==> config.mk <==
export PLATFORM = sky130hd
export DESIGN_NAME = pipeline_hazard_ctrl
export DESIGN_NICKNAME = d
export VERILOG_FILES = /design/src/rtl/pipeline_hazard_ctrl.sv
export SDC_FILE = /design/constraint.sdc
export NUM_CORES = 1
export LEC_CHECK = 0
export ABC_AREA = 1
export CAP_MARGIN = 20
export CELL_PAD_IN_SITES_DETAIL_PLACEMENT = 1
export CELL_PAD_IN_SITES_GLOBAL_PLACEMENT = 1
export CORE_MARGIN = 2
export CORE_UTILIZATION = 36
export DETAILED_ROUTE_END_ITERATION = 6
export GPL_TIMING_DRIVEN = 0
export PLACE_DENSITY = 0.85
export SLEW_MARGIN = 20
export SYNTH_ARGS = -nofsm -noshare
export SYNTH_HDL_FRONTEND = slang
export SYNTH_SLANG_ARGS = --single-unit
==> constraint.sdc <==
create_clock -name clk -period 1.9 [get_ports clk]
set_input_delay 0.38 -clock clk [delete_from_list [all_inputs] [get_ports clk]]
set_output_delay 0.38 -clock clk [all_outputs]
set_load 0.02 [all_outputs]
==> src/rtl/pipeline_hazard_ctrl.sv <==
`timescale 1ns/1ps
`default_nettype none
// ============================================================================
// Module      : pipeline_hazard_ctrl
// Description : Stall/flush sequencer for a 5-stage RISC-V pipeline. It
//               handles load-use hazards, taken branches/jumps and a
//               multi-cycle data-memory handshake with a timeout. It also
//               keeps saturating stall/flush event counters.
// Ports       : clk                       pipeline clock, rising edge
//               rst                       asynchronous reset, active low
//               load_e, rd_e              load in execute and its destination
//               rs1_d, rs2_d              decode-stage source registers
//               pcsrc_e                   branch taken / jump in execute
//               mem_req_m, mem_ready      memory-stage access handshake
//               stall_f/d/e/m             per-stage hold enables
//               flush_d/e/w               per-stage bubble/NOP injection
//               mem_error                 sticky memory-timeout flag
//               stall_cnt, flush_cnt      saturating event counters
// Revision    : 1.0 - initial release
// ============================================================================
module pipeline_hazard_ctrl #(
   parameter int MEM_TIMEOUT = 16,
   parameter int CNT_W       = 16
) (
   input  logic             clk,
   input  logic             rst,
   input  logic             load_e,
   input  logic [4:0]       rd_e,
   input  logic [4:0]       rs1_d,
   input  logic [4:0]       rs2_d,
   input  logic             pcsrc_e,
   input  logic             mem_req_m,
   input  logic             mem_ready,
   output logic             stall_f,
   output logic             stall_d,
   output logic             stall_e,
   output logic             stall_m,
   output logic             flush_d,
   output logic             flush_e,
   output logic             flush_w,
   output logic             mem_error,
   output logic [CNT_W-1:0] stall_cnt,
   output logic [CNT_W-1:0] flush_cnt
);

   localparam logic [1:0] S_RUN      = 2'd0;
   localparam logic [1:0] S_MEM_WAIT = 2'd1;
   localparam logic [1:0] S_ERR      = 2'd2;

   // Wait-counter value on the last tolerated stall cycle of an access.
   localparam logic [7:0] WAIT_LAST  = 8'(MEM_TIMEOUT - 1);

   logic [1:0] state;
   logic [1:0] state_nxt;
   logic [7:0] wait_cnt;
   logic [7:0] wait_cnt_nxt;
   logic       mem_stall;
   logic       lu;

   assign mem_stall = mem_req_m & ~mem_ready;
   // x0 is hardwired to zero, so a load targeting it never creates a hazard.
   assign lu = load_e & (rd_e != 5'd0) & ((rd_e == rs1_d) | (rd_e == rs2_d));

   assign mem_error = (state == S_ERR);

   // Output priority: freeze (error or memory wait) > branch flush > load-use.
   // Everything is forced low while reset is asserted.
   always_comb begin
      stall_f = 1'b0;
      stall_d = 1'b0;
      stall_e = 1'b0;
      stall_m = 1'b0;
      flush_d = 1'b0;
      flush_e = 1'b0;
      flush_w = 1'b0;
      if (rst) begin
         if ((state == S_ERR) || mem_stall) begin
            stall_f = 1'b1;
            stall_d = 1'b1;
            stall_e = 1'b1;
            stall_m = 1'b1;
            flush_w = 1'b1;
         end else if (pcsrc_e) begin
            // Decode instruction is on the wrong path, so any lu is moot.
            flush_d = 1'b1;
            flush_e = 1'b1;
         end else if (lu) begin
            // One bubble is enough: the load reaches memory next cycle.
            stall_f = 1'b1;
            stall_d = 1'b1;
            flush_e = 1'b1;
         end
      end
   end

   always_comb begin
      state_nxt    = state;
      wait_cnt_nxt = wait_cnt;
      case (state)
         S_RUN: begin
            if (mem_stall) begin
               state_nxt    = S_MEM_WAIT;
               wait_cnt_nxt = 8'd1;
            end
         end
         S_MEM_WAIT: begin
            if (!mem_stall) begin
               state_nxt    = S_RUN;
               wait_cnt_nxt = 8'd0;
            end else if (wait_cnt == WAIT_LAST) begin
               state_nxt    = S_ERR;
            end else begin
               wait_cnt_nxt = wait_cnt + 8'd1;
            end
         end
         S_ERR: begin
            state_nxt = S_ERR;
         end
         default: begin
            state_nxt    = S_RUN;
            wait_cnt_nxt = 8'd0;
         end
      endcase
   end

   always_ff @(posedge clk or negedge rst) begin
      if (!rst) begin
         state    <= S_RUN;
         wait_cnt <= 8'd0;
      end else begin
         state    <= state_nxt;
         wait_cnt <= wait_cnt_nxt;
      end
   end

   // Performance counters hold at all-ones instead of wrapping.
   always_ff @(posedge clk or negedge rst) begin
      if (!rst) begin
         stall_cnt <= '0;
         flush_cnt <= '0;
      end else begin
         if (stall_f && (stall_cnt != {CNT_W{1'b1}})) begin
            stall_cnt <= stall_cnt + 1'b1;
         end
         if (flush_d && (flush_cnt != {CNT_W{1'b1}})) begin
            flush_cnt <= flush_cnt + 1'b1;
         end
      end
   end

endmodule
`default_nettype wire

==> impl_metrics.yaml <==
synth:
  avgSynthCellArea_um2: 7.54
  synth_top_cell_by_area: "dfrtp_1"
  synth_seq_cells: 42
  synth_warnings: 0
  synth_top_family_by_area: "simple AND/OR/NAND/NOR gates"
  synth_compound_area_share_pct: 4.26
  synth_xor_area_share_pct: 8.20
  yosysSeqAreaShare_pct: 39.4
  synth.cell_area_mm2: 0.00267
  synth.top_cells.by_area: "dfrtp_1 (39%), nand2_1 (14%), inv_1 (6.9%)"
  yosys-mux-area-fraction_pct: 0
  yosysTopAreaCellShare_pct: 39.4
  netlist_instances: 354
  synthSimpleGateAreaFrac_pct: 36.1
  yosys.area_share.adder_pct: 1.41
  post_synth_num_cell_types: 29
  synth_nets: 378
grt:
  antenna_found_initial: 0
  grt_max_degree: 17
  grt_use_total_pct: 19.7
  grt_pass1_vias: 2787
  grt.overflow.total: 0
  grt_pass1_wl_mm: 13.1
timing:
  hold_ws_ps: 99.2
  fin_crit_ps: 1840
  worstMarginPinSlew_ps: 792
  max_freq_mhz: 544
  post-route-period-util_pct: 96.7
  maxSlewViolCount: 0
  setup_violations: 0
  finalHoldViolations: 0
  max-slew-margin-rel_pct: 47.1
  clock_skew_ps: 10.0
hold_path:
  holdCritPathClass: "primary input to asynchronous set/reset pin"
place:
  gp_congestion: 0.752
  port_buffers: 60
  placed_area_mm2: 0.00341
  dp_hpwl_mm: 5.47
setup_path:
  cp_max_fo: 5
  reg2reg_to: "stall_cnt[13]"
  reg2reg_depth: 10
  crit_required_ps: 1520
  criticalPathCategory: "primary input to output port"
  arrival_ps: 1460
  startpoint_type: "primary input"
  r2r_start: "stall_cnt[0]"
  crit_path_end_kind: "output port"
  reg2reg_slack_ps: 170
status:
  status: "completed"
power_and_ir_drop:
  power.density_mw_per_mm2: 756
  ir_worst_vdd_uv: 748
  p_leak_uw: 0.00174
detailed_routing:
  drt.antenna.violating_nets: 0
  avgViaCountPerCell: 4.83
  route.detailed.drc: 0
  routedWlPerCell_um: 14.4
  drt_iter0_markers: 77
  vias: 2552
  firstDrtPassIters: 4
  routed_wl_mm: 7.63
clock_network:
  clkSinkCount: 42
  clk_pin_slew_ps: 90
  cts_buffer_depth: 2
  insertion_delay_ps: 300
  htreeDepth: 2
  cts_tree: "built"
  root_buffer: "clkbuf_8"
  cts_buffers: 5
cells_and_area:
  syn_to_final_growth_pct: 34.3
  diodes: 0
  final_nets: 453
  fin_area_mm2: 0.00359
  layout-drive-gt1-share_pct: 16.6
run:
  cap_violations: 0
floorplanning:
  die_w_um: 90.1
  die_area_mm2: 0.00812
  core_area_mm2: 0.00721
  rows: 31
  die_y_um: 90.1
  ioPinCount: 61
  start_util_pct: 37.0
## how the worst max path moves through the flow
stage                    from  endpoint  slack (ps)  cells past startpoint
detailed placement    rd_e[4]   stall_f       -1010                     12
CTS                  rs2_d[0]   stall_f         -30                     11
global placement          rst   stall_f       -2590                      8
global route         rs1_d[3]   stall_f         -10                     11
finish                pcsrc_e   stall_f          60                      6
floorplan           mem_req_m   stall_f          40                     10
## per-stage QoR
step	cells	power, uW	setup WS, ps	setup TNS, ps	utilization, %
6_report	528	2710	62.5	0	49.7
5_1_grt	528	2860	-10.5	-18.5	49.7
4_1_cts	529	2730	-31.2	-33.3	49.9
3_5_place_dp	514	1970	-1010	-10670	47.3
3_3_place_gp	513	1940	-2590	-103550	47.1
2_1_floorplan	354	1570	37.1	0	-
## synthesized netlist by cell type
cell type	count
nor2_4	5
buf_6	6
nand2_4	5
nor3_4	1
nand3_1	36
o21ai_1	7
o31ai_1	1
xnor2_1	12
nand2_1	103
or2_1	1
xor2_1	13
nor3_1	8
o22ai_1	1
nor2_1	24
buf_4	3
nor3b_1	2
o21a_1	1
o32ai_1	1
nand2_2	4
a21oi_1	4
o21ai_0	4
dfrtp_1	42
nor2_2	5
nand4_1	8
inv_2	3
nand3_2	1
inv_1	49
o311ai_0	1
ha_1	3
## cells in the final DEF, fill, tap and decap left out, drive strengths merged
cell type and count:
o21a 1, clkdlybuf4s15 5, nand2 112, o31ai 1
clkdlybuf4s50 34, dfrtp 42, nand3 37, o32ai 1
nand4 8, bufinv 1, nor3 9, clkbuf 11
nor2 34, bufbuf 1, xor2 13, ha 3
o21ai 11, dlygate4sd2 5, nor3b 2, o22ai 1
xnor2 12, buf 25, dlygate4sd3 2, inv 52
or2 1, o311ai 1, a21oi 4
## power breakdown
| part | switching (uW) | leakage, uW | internal, uW |
|---|---|---|---|
| clock network | 318 | 0.0000573 | 421 |
| registers | 179 | 0.000561 | 1010 |
| logic | 413 | 0.00112 | 372 |
| total | 909 | 0.00174 | 1800 |
## cell type report
type / count / area [um2]
Clock buffer: 6 / 82.6
Buffer: 8 / 82.6
Inverter: 52 / 198
Multi-Input combinational cell: 251 / 1360
Tap cell: 99 / 124
Timing Repair Buffer: 69 / 653
Clock inverter: 1 / 30.0
Fill cell: 914 / 3630
Sequential cell: 42 / 1050
## logic make-up (layout without fill, tap and decap cells)
kind of cell    Yosys count  count (layout)
flops                    42              42
fa+ha+maj                 3               3
xor+xnor                 25              25
compound gates           20              20
simple gates            203             203
buf+inv                  61             136
## critical path, cell delays in order
cell	delay (ps)
clkdlybuf4s50_1	450
nor2_1	210
nand3_4	110
nand2_4	100
buf_6	100
buf_6	100
## state kept, by name, indices dropped and copies added, names as in the netlist
register   cells
flush_cnt     16
stall_cnt     16
wait_cnt       8
state          2
## per-layer routing
metal / up-vias / track usage [%] / part of all wire, %
li1: 1249 / - / -
met1: 1252 / 24.0 / 44
met2: 40 / 35.3 / 52
met3: 11 / 3.10 / 2.3
met4: 0 / 6.79 / 1.7
met5: - / 0 / 0
## what timing repair did
item	in CTS	in global routing
hold endpoints to repair	16	0
gates resized for setup	65	30
pin swaps	11	16
setup endpoints to repair	8	21
buffers inserted	5	0
hold buffers	2	0
gates cloned	1	0
Power figures use the tool's default switching activity.
